--- src/rtl/dct_butterfly_stage.sv ---
// DCT butterfly stage: buffers N-point frames in a ping-pong memory and
// streams out the N/2 mirrored sums followed by the N/2 mirrored differences.
// Both sides use valid/ready handshakes and sustain one sample per cycle.
module dct_butterfly_stage #(
  parameter int DATA_WIDTH = 16,
  parameter int N          = 16
) (
  input  logic                         clk,
  input  logic                         rst_n,
  input  logic                         in_valid,
  output logic                         in_ready,
  input  logic signed [DATA_WIDTH-1:0] in_sample,
  output logic                         out_valid,
  input  logic                         out_ready,
  output logic signed [DATA_WIDTH:0]   out_sample,
  output logic                         out_first,
  output logic                         out_last
);

  localparam int CW = $clog2(N);
  localparam logic [CW-1:0] LAST = CW'(N - 1);

  // Sign-extend one sample to the result width so add/subtract is exact.
  function automatic logic signed [DATA_WIDTH:0] sext(input logic signed [DATA_WIDTH-1:0] v);
    return {v[DATA_WIDTH-1], v};
  endfunction

  // Mirrored butterfly: sum for the first half of a frame, difference after.
  function automatic logic signed [DATA_WIDTH:0] butterfly(
    input logic signed [DATA_WIDTH-1:0] a,
    input logic signed [DATA_WIDTH-1:0] b,
    input logic                         diff
  );
    logic signed [DATA_WIDTH:0] r;
    if (diff) r = sext(a) - sext(b);
    else      r = sext(a) + sext(b);
    return r;
  endfunction

  logic signed [DATA_WIDTH-1:0] bank_mem [2][N];
  logic [1:0]    full;
  logic          wr_bank, rd_bank;
  logic [CW-1:0] wr_cnt, rd_cnt;

  logic                         accept;
  logic                         wr_last;
  logic                         load;
  logic                         load_last;
  logic [CW-1:0]                idx_a_p0, idx_b_p0;
  logic                         diff_p0;
  logic signed [DATA_WIDTH-1:0] opa_p0, opb_p0;

  logic                         vld_p1;
  logic signed [DATA_WIDTH:0]   res_p1;
  logic                         first_p1, last_p1;

  // A bank is writable when empty, or when the reader frees it this very cycle.
  assign load      = full[rd_bank] && (!vld_p1 || out_ready);
  assign load_last = load && (rd_cnt == LAST);
  assign in_ready  = !full[wr_bank] || ((rd_bank == wr_bank) && load_last);
  assign accept    = in_valid && in_ready;
  assign wr_last   = accept && (wr_cnt == LAST);

  // ---- stage p0: operand selection from the bank being read ----
  // Upper half of k reuses the lower-half mirror pair as j = k - N/2.
  always_comb begin
    diff_p0  = rd_cnt[CW-1];
    idx_a_p0 = {1'b0, rd_cnt[CW-2:0]};
    idx_b_p0 = LAST - idx_a_p0;
    opa_p0   = bank_mem[rd_bank][idx_a_p0];
    opb_p0   = bank_mem[rd_bank][idx_b_p0];
  end

  // Sample storage; contents are never reset, only the control around them.
  always_ff @(posedge clk) begin
    if (accept) bank_mem[wr_bank][wr_cnt] <= in_sample;
  end

  // Write-side pointer and bank selection.
  always_ff @(posedge clk) begin
    if (!rst_n) begin
      wr_cnt  <= '0;
      wr_bank <= 1'b0;
    end else if (accept) begin
      wr_cnt <= wr_cnt + 1'b1;
      if (wr_cnt == LAST) wr_bank <= ~wr_bank;
    end
  end

  // Read-side pointer and bank selection.
  always_ff @(posedge clk) begin
    if (!rst_n) begin
      rd_cnt  <= '0;
      rd_bank <= 1'b0;
    end else if (load) begin
      rd_cnt <= rd_cnt + 1'b1;
      if (rd_cnt == LAST) rd_bank <= ~rd_bank;
    end
  end

  // Bank full flags: release and completion are independent; a set wins.
  always_ff @(posedge clk) begin
    if (!rst_n) begin
      full <= '0;
    end else begin
      if (load_last) full[rd_bank] <= 1'b0;
      if (wr_last)   full[wr_bank] <= 1'b1;
    end
  end

  // ---- stage p1: registered output, held while downstream stalls ----
  always_ff @(posedge clk) begin
    if (!rst_n) begin
      vld_p1   <= 1'b0;
      res_p1   <= '0;
      first_p1 <= 1'b0;
      last_p1  <= 1'b0;
    end else if (load) begin
      vld_p1   <= 1'b1;
      res_p1   <= butterfly(opa_p0, opb_p0, diff_p0);
      first_p1 <= (rd_cnt == '0);
      last_p1  <= (rd_cnt == LAST);
    end else if (out_ready) begin
      vld_p1 <= 1'b0;
    end
  end

  assign out_valid  = vld_p1;
  assign out_sample = res_p1;
  assign out_first  = first_p1;
  assign out_last   = last_p1;

endmodule

--- config.mk ---
export PLATFORM = sky130hd
export DESIGN_NAME = dct_butterfly_stage
export DESIGN_NICKNAME = d
export VERILOG_FILES = /design/src/rtl/dct_butterfly_stage.sv
export SDC_FILE = /design/constraint.sdc
export NUM_CORES = 1
export LEC_CHECK = 0
export ABC_AREA = 1
export BUFFER_PORTS_ARGS = -buffer_cell sky130_fd_sc_hd__buf_4
export CAP_MARGIN = 20
export CORE_UTILIZATION = 45
export CTS_BUF_LIST = sky130_fd_sc_hd__clkbuf_8
export DETAILED_ROUTE_END_ITERATION = 7
export MAX_ROUTING_LAYER = met4
export PLACE_DENSITY_LB_ADDON = 0.15
export SLEW_MARGIN = 20
export SYNTH_ARGS = -nofsm -noshare
export SYNTH_HDL_FRONTEND = slang
export SYNTH_SLANG_ARGS = --single-unit
export TNS_END_PERCENT = 5
--- constraint.sdc ---
create_clock -name clk -period 7.4 [get_ports clk]
set_input_delay 0.37 -clock clk [delete_from_list [all_inputs] [get_ports clk]]
set_output_delay 0.37 -clock clk [all_outputs]
set_load 0.01 [all_outputs]
======== Word level (Yosys, flattened, before mapping) ========
Memory sizes are Yosys's and may differ from the RTL's. A register that Yosys moved wholly into a read port is not among the register bits.
Cells that the tools add are included.
word-level totals
  bits in registers ....................... 32
  RAM bits ................................ 512
  word-level logic and storage cells ...... 76
  memories kept ........................... 1
operators by class
  add/subtract/negate cells ............... 5
  $lt $le $gt $ge ......................... 8
  equal/unequal tests ..................... 3
  mux-type cells .......................... 26
  bitwise operators ....................... 8
  reduce and logical (&&, ||, !) cells .... 16
memories
  memory    depth  width  rd ports  clocked after memory_dff  wr ports  line  source
  bank_mem  2      256    1         1                         1         40    logic signed [DATA_WIDTH-1:0] bank_mem [2][N];
operators by type and width
  operator                                                    number
  two-way mux 256 bit                                         1
  binary-select mux 16 bit (select 4 bit)                     2
  two-way mux 16 bit                                          5
  demux 16 bit (select 4 bit)                                 1
  adder 16 x 16 -> 17 bit                                     1
  two-way mux 17 bit                                          1
  subtractor 16 x 16 -> 17 bit                                1
  greater-or-equal comparator 5 bit, second input constant    3
  two-way mux 1 bit                                           11
  NOT 4 -> 5 bit                                              2
  adder 4 x 1 -> 4 bit, second input constant                 2
  equality test 4 bit, second input constant                  2
  logical AND 1 bit                                           8
  two-way mux 2 bit                                           3
  less-than comparator 5 x 1 -> 1 bit, second input constant  1
  NOT 3 -> 5 bit                                              1
  zero test 4 bit                                             1
  less-than comparator 1 x 2 -> 1 bit, second input constant  2
  AND reduction 2 bit                                         2
  subtractor 4 x 3 -> 4 bit, first input constant             1
  bitwise AND 2 bit                                           1
  demux 1 bit (select 1 bit)                                  2
  greater-or-equal comparator 1 bit, second input constant    2
  zero test 1 bit                                             2
  6 further kinds                                             8

======== Longest topological paths before layout ========
Gate-level depths: netlist (run 1).
  depth in word-level cells ............... 10
  mapped depth ............................ 28

======== Worst setup path before layout (run 1) ========
Ideal clock, no wire load.
  path type ............................... reg2reg
  start ................................... register with a tool-made name
  end ..................................... register res_p1[14], in the netlist out_sample[14]
  arrival time ............................ 3528 ps
  required time ........................... 7283 ps
  path slack .............................. 3755 ps
  cell stages (with the launch flop) ...... 25
  path buffers ............................ 5
  cell sequence ........................... dfxtp_1 inv_2 buf_6 buf_6 buf_4 buf_2 clkbuf_1 o21ai_0 o22ai_1 o211ai_1 nand2_1 inv_1 ha_1 inv_1 fa_1 nand3_1 nand2_1 a21oi_1 o21ai_0 a21boi_0 o21ai_0 a21oi_1 nor2_1 nor2_1 nor2_1
RTL lines
  element               line  source
  to (signal assigned)  120   res_p1 <= butterfly(opa_p0, opb_p0, diff_p0);
  to (decl)             54    logic signed [DATA_WIDTH:0] res_p1;

==> impl_metrics.toml, run 1 <==
[worst_setup_path]
cpPeakStageDelay_ns = 0.85
path_max_fanout = 96
crit_required_ns = 7.97
cp_common_cell = "nand3_1"
cp_data_arrival_time_ns = 5.78
endpoint_kind = "register"
path_cells = "inv_6 > buf_4 > o21ai_0 > o221ai_1 > nand3_1 > nand2_1 > inv_1 > ha_1 > nand3_1 > nor2_2 > nor2_1 > xnor2_1 > ha_1 > nand2_1 > inv_1 > a21oi_1 > o21ai_0 > a21boi_0 > o21ai_0 > nand3_1 > nand3_1 > nand3_1 > nand2_1 > inv_1"
path_class = "reg -> reg"
start_kind = "register"
cp_slowest_cell = "dfxtp_4"

[clocking]
tritoncts = "yes"
clock-sinks = 545
cts_buffer_depth = 3
insertion_delay_ns = 0.68
cts_htree_levels = 3
clk_pin_slew_worst_paths_ns = 0.06
cts_root_buffer = "clkbuf_8"
cts_buffers = 90

[global_routing]
grt_overflow = 0
grt_usage = 0.253
grt_pass1_vias = 14500
antenna_found_initial = 1
grt_max_degree = 157
grt_pass1_wl_um = 92200

[timing]
tns_ns = 0
max_slew_margin = 0.274
fin_worst_skew_ns = 0.0356
finalCriticalPeriod_ns = 5.20
maxSlewViolCount = 0
rsz0062_at_grt = "no"
finalHoldViolations = 0
fin_crit_sh = 0.703
setup_viol = 0
setup_ws_ns = 2.20
max_freq_mhz = 192
worst_pin_slew_ns = 1.09

[drt]
routed_via_density = 5.52
remaining_drc_errors = 0
drtPass1Iterations = 5
top_layer = "met4"
wl_met2_um = 28200
drt_iter0_drc = 1424
vias = 15200
drt-total-wl_um = 61600
wl_met1_um = 28100
ant_nets = 0
wl_met3_um = 4050
wl_per_cell_um = 22.3

[synth]
synth_edf_count = 512
synth_ff_type = "edfxtp_1"
synthCells = 1960
synthArstFlopShare = 0
syn_area_um2 = 22900
synth.distinct_cells = 38
syn_avg_cell_area_um2 = 11.7
yosys_warnings = 0
ys_ff_latch = 545
syn-num-nets = 2004
ys_seq_area_frac = 0.702

[cells_and_area]
antenna_cells = 0
design_area_um2 = 25400
drive_gt1_frac = 0.106
syn2layout_area_growth_pct = 11.3
finalNetCount = 2064

[power]
p_leak_uw = 0.00922
power_density_nw_per_um2 = 232
vdd_ir_drop_max_mv = 0.106

[die]
ios = 41
start_util = 0.455
dieArea_um2 = 51700
fp.dieH_um = 227
rows = 82
core_um2 = 50200
dieWidth_um = 227

[job]
cap_viol_max_count = 0

[placed_design]
dp_hpwl_um = 35000
place_congestion = 0.910
port_buffers = 40
dpl_cell_area_um2 = 23800
dp_slack_ns = 2.30

[run_status]
status = "completed"

[min_path]
hold_start = "out_ready"
min_path_type = "in -> reg"
[per-stage QoR]
stage               hold WS [ns]  power, uW  instances  utilization
floorplan                  0.469       3520       1960            -
global placement           0.457       3610       2598        0.475
detailed placement         0.458       3610       2598        0.475
CTS                       0.0194       5940       2759        0.507
global route              0.0808       6080       2760        0.507
finish                    0.0623       5890       2760        0.507
[cells in the final DEF, fill, tap and decap left out, types with 15 or more instances in the layout]
cell	count
a21oi_1	30
clkinv_1	19
o221ai_1	50
edfxtp_1	512
dfxtp_1	30
o211ai_1	41
inv_1	149
nor2_1	303
nand2_1	292
xnor2_1	15
ha_1	23
clkbuf_8	95
o21ai_1	33
buf_4	79
nand3_1	145
nor2_2	19
o21ai_0	182
[synth_stat cells, types with 2 or more instances]
| cell type | instances | area [um2] |
|---|---|---|
| buf_4 | 14 | 105 |
| buf_1 | 6 | 22.5 |
| nor3_1 | 2 | 10.0 |
| o211ai_1 | 41 | 308 |
| o21ai_2 | 3 | 26.3 |
| xor2_1 | 12 | 105 |
| a21boi_0 | 2 | 15.0 |
| buf_6 | 6 | 67.6 |
| buf_2 | 22 | 110 |
| nand3_1 | 145 | 726 |
| nor2_2 | 5 | 31.3 |
| clkbuf_1 | 67 | 251 |
| xnor2_1 | 15 | 131 |
| inv_2 | 3 | 11.3 |
| o221ai_1 | 50 | 438 |
| clkinv_1 | 2 | 7.51 |
| o22ai_1 | 14 | 87.6 |
| o21ai_1 | 33 | 165 |
| ha_1 | 23 | 288 |
| inv_1 | 108 | 405 |
| nand2_2 | 4 | 25.0 |
| a21o_1 | 3 | 22.5 |
| nand2_1 | 292 | 1100 |
| a31oi_1 | 2 | 12.5 |
| edfxtp_1 | 512 | 15400 |
| a21oi_1 | 30 | 150 |
| o21ai_0 | 182 | 911 |
| dfxtp_1 | 33 | 661 |
| nor2_1 | 320 | 1200 |
[sequential cells by signal, summed over array words and instances (netlist names), named ones only]
| name | cells |
|---|---|
| wr_cnt | 4 |
| wr_bank | 1 |
| out_last | 1 |
| out_sample | 17 |
| bank_mem | 512 |
| out_first | 1 |
| full | 2 |
| rd_bank | 1 |
| out_valid | 1 |
| rd_cnt | 4 |
[area by class of cell]
| class | instances | area, um2 |
|---|---|---|
| Sequential cell | 545 | 16000 |
| Multi-Input combinational cell | 1187 | 5890 |
| Timing Repair Buffer | 83 | 658 |
| Inverter | 113 | 432 |
| Clock buffer | 95 | 1310 |
| Fill cell | 4360 | 24700 |
| Clock inverter | 65 | 256 |
| Tap cell | 672 | 841 |
[what timing repair did]
action,4_1_cts,5_1_grt
endpoints found under the hold margin,4,0
setup buffers,0,0
hold buffers,1,0
gates resized for setup,0,0
endpoints found under the setup margin,0,0
[metal layers]
metal / vias to the layer above / global-route usage
met1: 7519 / 0.350
li1: 7077 / -
met3: 89 / 0.0436
met5: - / -
met2: 538 / 0.381
met4: 0 / 0.0790
[power by group]
part	switching, uW	total (uW)	internal [uW]
Sequential	4.52	3390	3390
Combinational	120	157	36.8
Clock	1170	2340	1170
Total	1290	5890	4600
[worst max-delay path: cells and delay by family (launching register included)]
family,cells,cell delay [ns]
AO/OA/AOI/OAI,6,1.38
adder cells (fa/ha/maj),2,0.52
flip-flops,1,0.85
XOR/XNOR,1,0.16
buffers and inverters,5,1.06
AND/OR/NAND/NOR,10,0.99
[kinds of logic (layout without fill, tap and decap cells)]
family,Yosys count,count (layout),share of synthesized area
and+or+nand+nor,771,771,0.136
DFF,545,545,0.702
AOI/OAI and AO/OA,365,365,0.0953
buffers and inverters,228,356,0.0429
xor gates and xnor gates,27,27,0.0103
adders and majority gates,24,24,0.0135
[worst paths after layout]
path                                       end  slack (ns)  cells past startpoint
worst max-delay path            out_sample[13]        2.20                     24
worst min-delay path                 out_valid        0.06                      6
worst max register to register  out_sample[13]        2.20                     24
worst min register to register        out_last        0.46                      2
Note: power is estimated with default switching activity, not from simulation.
==> run 2: changes to the inputs <==
clock period = 5.1 ns   (was 7.4 ns; I/O delays follow)
==> run 2 against run 1 <==
  * Design area up 1.5%
  * Sequential power up 45%
  * Clock skew down 0.011 ns
  * Via count down 0.59%
  * Worst hold slack worse by 0.022 ns
  * Highest routed layer unchanged
==> impl_metrics.toml, run 2 (synthesis gave the netlist of run 1 again) <==
[run_status]
status = "completed"

[worst_setup_path]
cpPeakStageDelay_ns = 0.45
r2r-end = "out_sample[14]"
endpoint_kind = "register"
crit_required_ns = 5.65
crit_path_start = "rd_cnt[0]"
path_class = "reg -> reg"
endpoint = "out_sample[14]"
start_kind = "register"
path_cells = "inv_4 > o21ai_0 > o221ai_1 > nand3_1 > nand2_1 > inv_1 > ha_1 > o21ai_0 > fa_1 > nand3_1 > nand2_1 > a21oi_1 > o21ai_0 > a21boi_0 > o21ai_0 > a21oi_1 > nand2_1 > nand2_1 > nor2_1 > nor2_1"
r2r_slack_ns = 0.59
r2r-start = "rd_cnt[0]"
cp_slowest_cell = "o21ai_0"
cp_data_arrival_time_ns = 5.06
path_max_fanout = 43
reg2reg_depth = 20

[power]
power_uw = 8870
p_int_uw = 6960
power_density_nw_per_um2 = 344
swShare = 0.216
p_comb_frac = 0.026
p_leak_uw = 0.00938
vdd_ir_drop_max_mv = 0.163
p_sw_uw = 1910
clockPowerShare = 0.419
power.share.sequential = 0.555

[cells_and_area]
layout_commonest_cell = "edfxtp_1"
largest_reg_flops = 512
drive_gt1_frac = 0.119
top_register = "bank_mem"
design_area_um2 = 25800
mostFrequentLayoutCells = "512 x edfxtp_1, 303 x nor2_1, 292 x nand2_1, 182 x o21ai_0, 145 x nand3_1"
finalNetCount = 2087
syn2layout_area_growth_pct = 13.0

[drt]
wl_per_cell_um = 21.9
drt-total-wl_um = 61000
drtPass1Iterations = 5
vias = 15100
remaining_drc_errors = 0
routed_via_density = 5.43
ant_nets = 0
drt_iter0_drc = 1598

[global_routing]
antenna_found_initial = 2
grt_overflow = 0
grt_max_degree = 93
grt_usage = 0.249
grt_pass1_vias = 14200
grt_pass1_wl_um = 90900

[job]
cap_viol_max_count = 0

[timing]
worst_pin_slew_ns = 1.07
setup_viol = 0
finalCriticalPeriod_ns = 4.51
finalHoldViolations = 0
rsz0062_at_grt = "no"
maxSlewViolCount = 0
max_freq_mhz = 222
max_slew_margin = 0.289
fin_worst_skew_ns = 0.0251
tns_ns = 0
fin_crit_sh = 0.885

[die]
start_util = 0.455
dieWidth_um = 227
rows = 82
core_um2 = 50200
dieArea_um2 = 51700
fp.dieH_um = 227
ios = 41

[clocking]
tritoncts = "yes"
cts_htree_levels = 3
postCtsSetupRepairBufs = 0
cts_root_buffer = "clkbuf_8"
cts_buffers = 91
cts_resized = 0
clock-sinks = 545
clk_pin_slew_worst_paths_ns = 0.06
cts_buffer_depth = 3
insertion_delay_ns = 0.66

[min_path]
hold_start = "in_sample[6]"
min_path_type = "in -> reg"

[placed_design]
port_buffers = 40
place_congestion = 0.930
dpl_cell_area_um2 = 24000
dp_hpwl_um = 36000
-- run 2: metrics by stage --
stage | instances | utilization | setup WS, ns | hold slack [ns]
after global placement | 2617 | 0.479 | 0.826 | 0.458
after CTS | 2785 | 0.515 | 0.690 | 0.000676
after global routing | 2786 | 0.515 | 0.102 | 0.0259
after floorplan | 1960 | - | 1.45 | 0.354
after detailed placement | 2617 | 0.479 | 0.691 | 0.457
final | 2786 | 0.515 | 0.586 | 0.0403
-- run 2: cell type report --
cell class,count,area (um2)
Fill cell,4355,24300
Sequential cell,545,16000
Multi-Input combinational cell,1187,5880
Clock buffer,96,1320
Timing Repair Buffer,105,888
Tap cell,672,841
Inverter,113,432
Clock inverter,67,412
Antenna cell,1,2.50
-- run 2: worst min-delay path by stage --
stage | end | slack, ns | depth (start not counted)
floorplan | bank_mem[0][0] | 0.35 | 0
global placement | out_last | 0.46 | 2
detailed placement | out_last | 0.46 | 2
CTS | bank_mem[0][163] | 0.0007 | 1
global route | bank_mem[0][163] | 0.03 | 1
finish | bank_mem[0][166] | 0.04 | 1
-- run 2: timing repair --
item / 4_1_cts / 5_1_grt
hold buffers: 5 / 0
setup endpoints to repair: 0 / 0
endpoints found under the hold margin: 31 / 0
-- run 2: power groups by stage --
stage                     sequential (uW)  combinational, uW  clock (uW)
after global routing                 4920                253        3990
after floorplan                      5020               88.1           0
after global placement               5010                228           0
after detailed placement             5010                232           0
after CTS                            4920                234        3810
final                                4920                231        3720
-- run 2: worst max-delay path: cells and delay by family (launching register included) --
kind            cells  cell delay, ns
fa+ha+maj           2            0.59
simple gates        8            0.84
compound gates      8            2.06
flops               1            0.40
buf+inv             2            0.51
-- run 2: per-layer routing --
| metal | up-vias | GRT usage | share of wire |
|---|---|---|---|
| met2 | 528 | 0.371 | 0.45 |
| li1 | 7130 | - | - |
| met3 | 96 | 0.0421 | 0.069 |
| met5 | - | - | 0 |
| met4 | 0 | 0.0853 | 0.023 |
| met1 | 7379 | 0.347 | 0.45 |
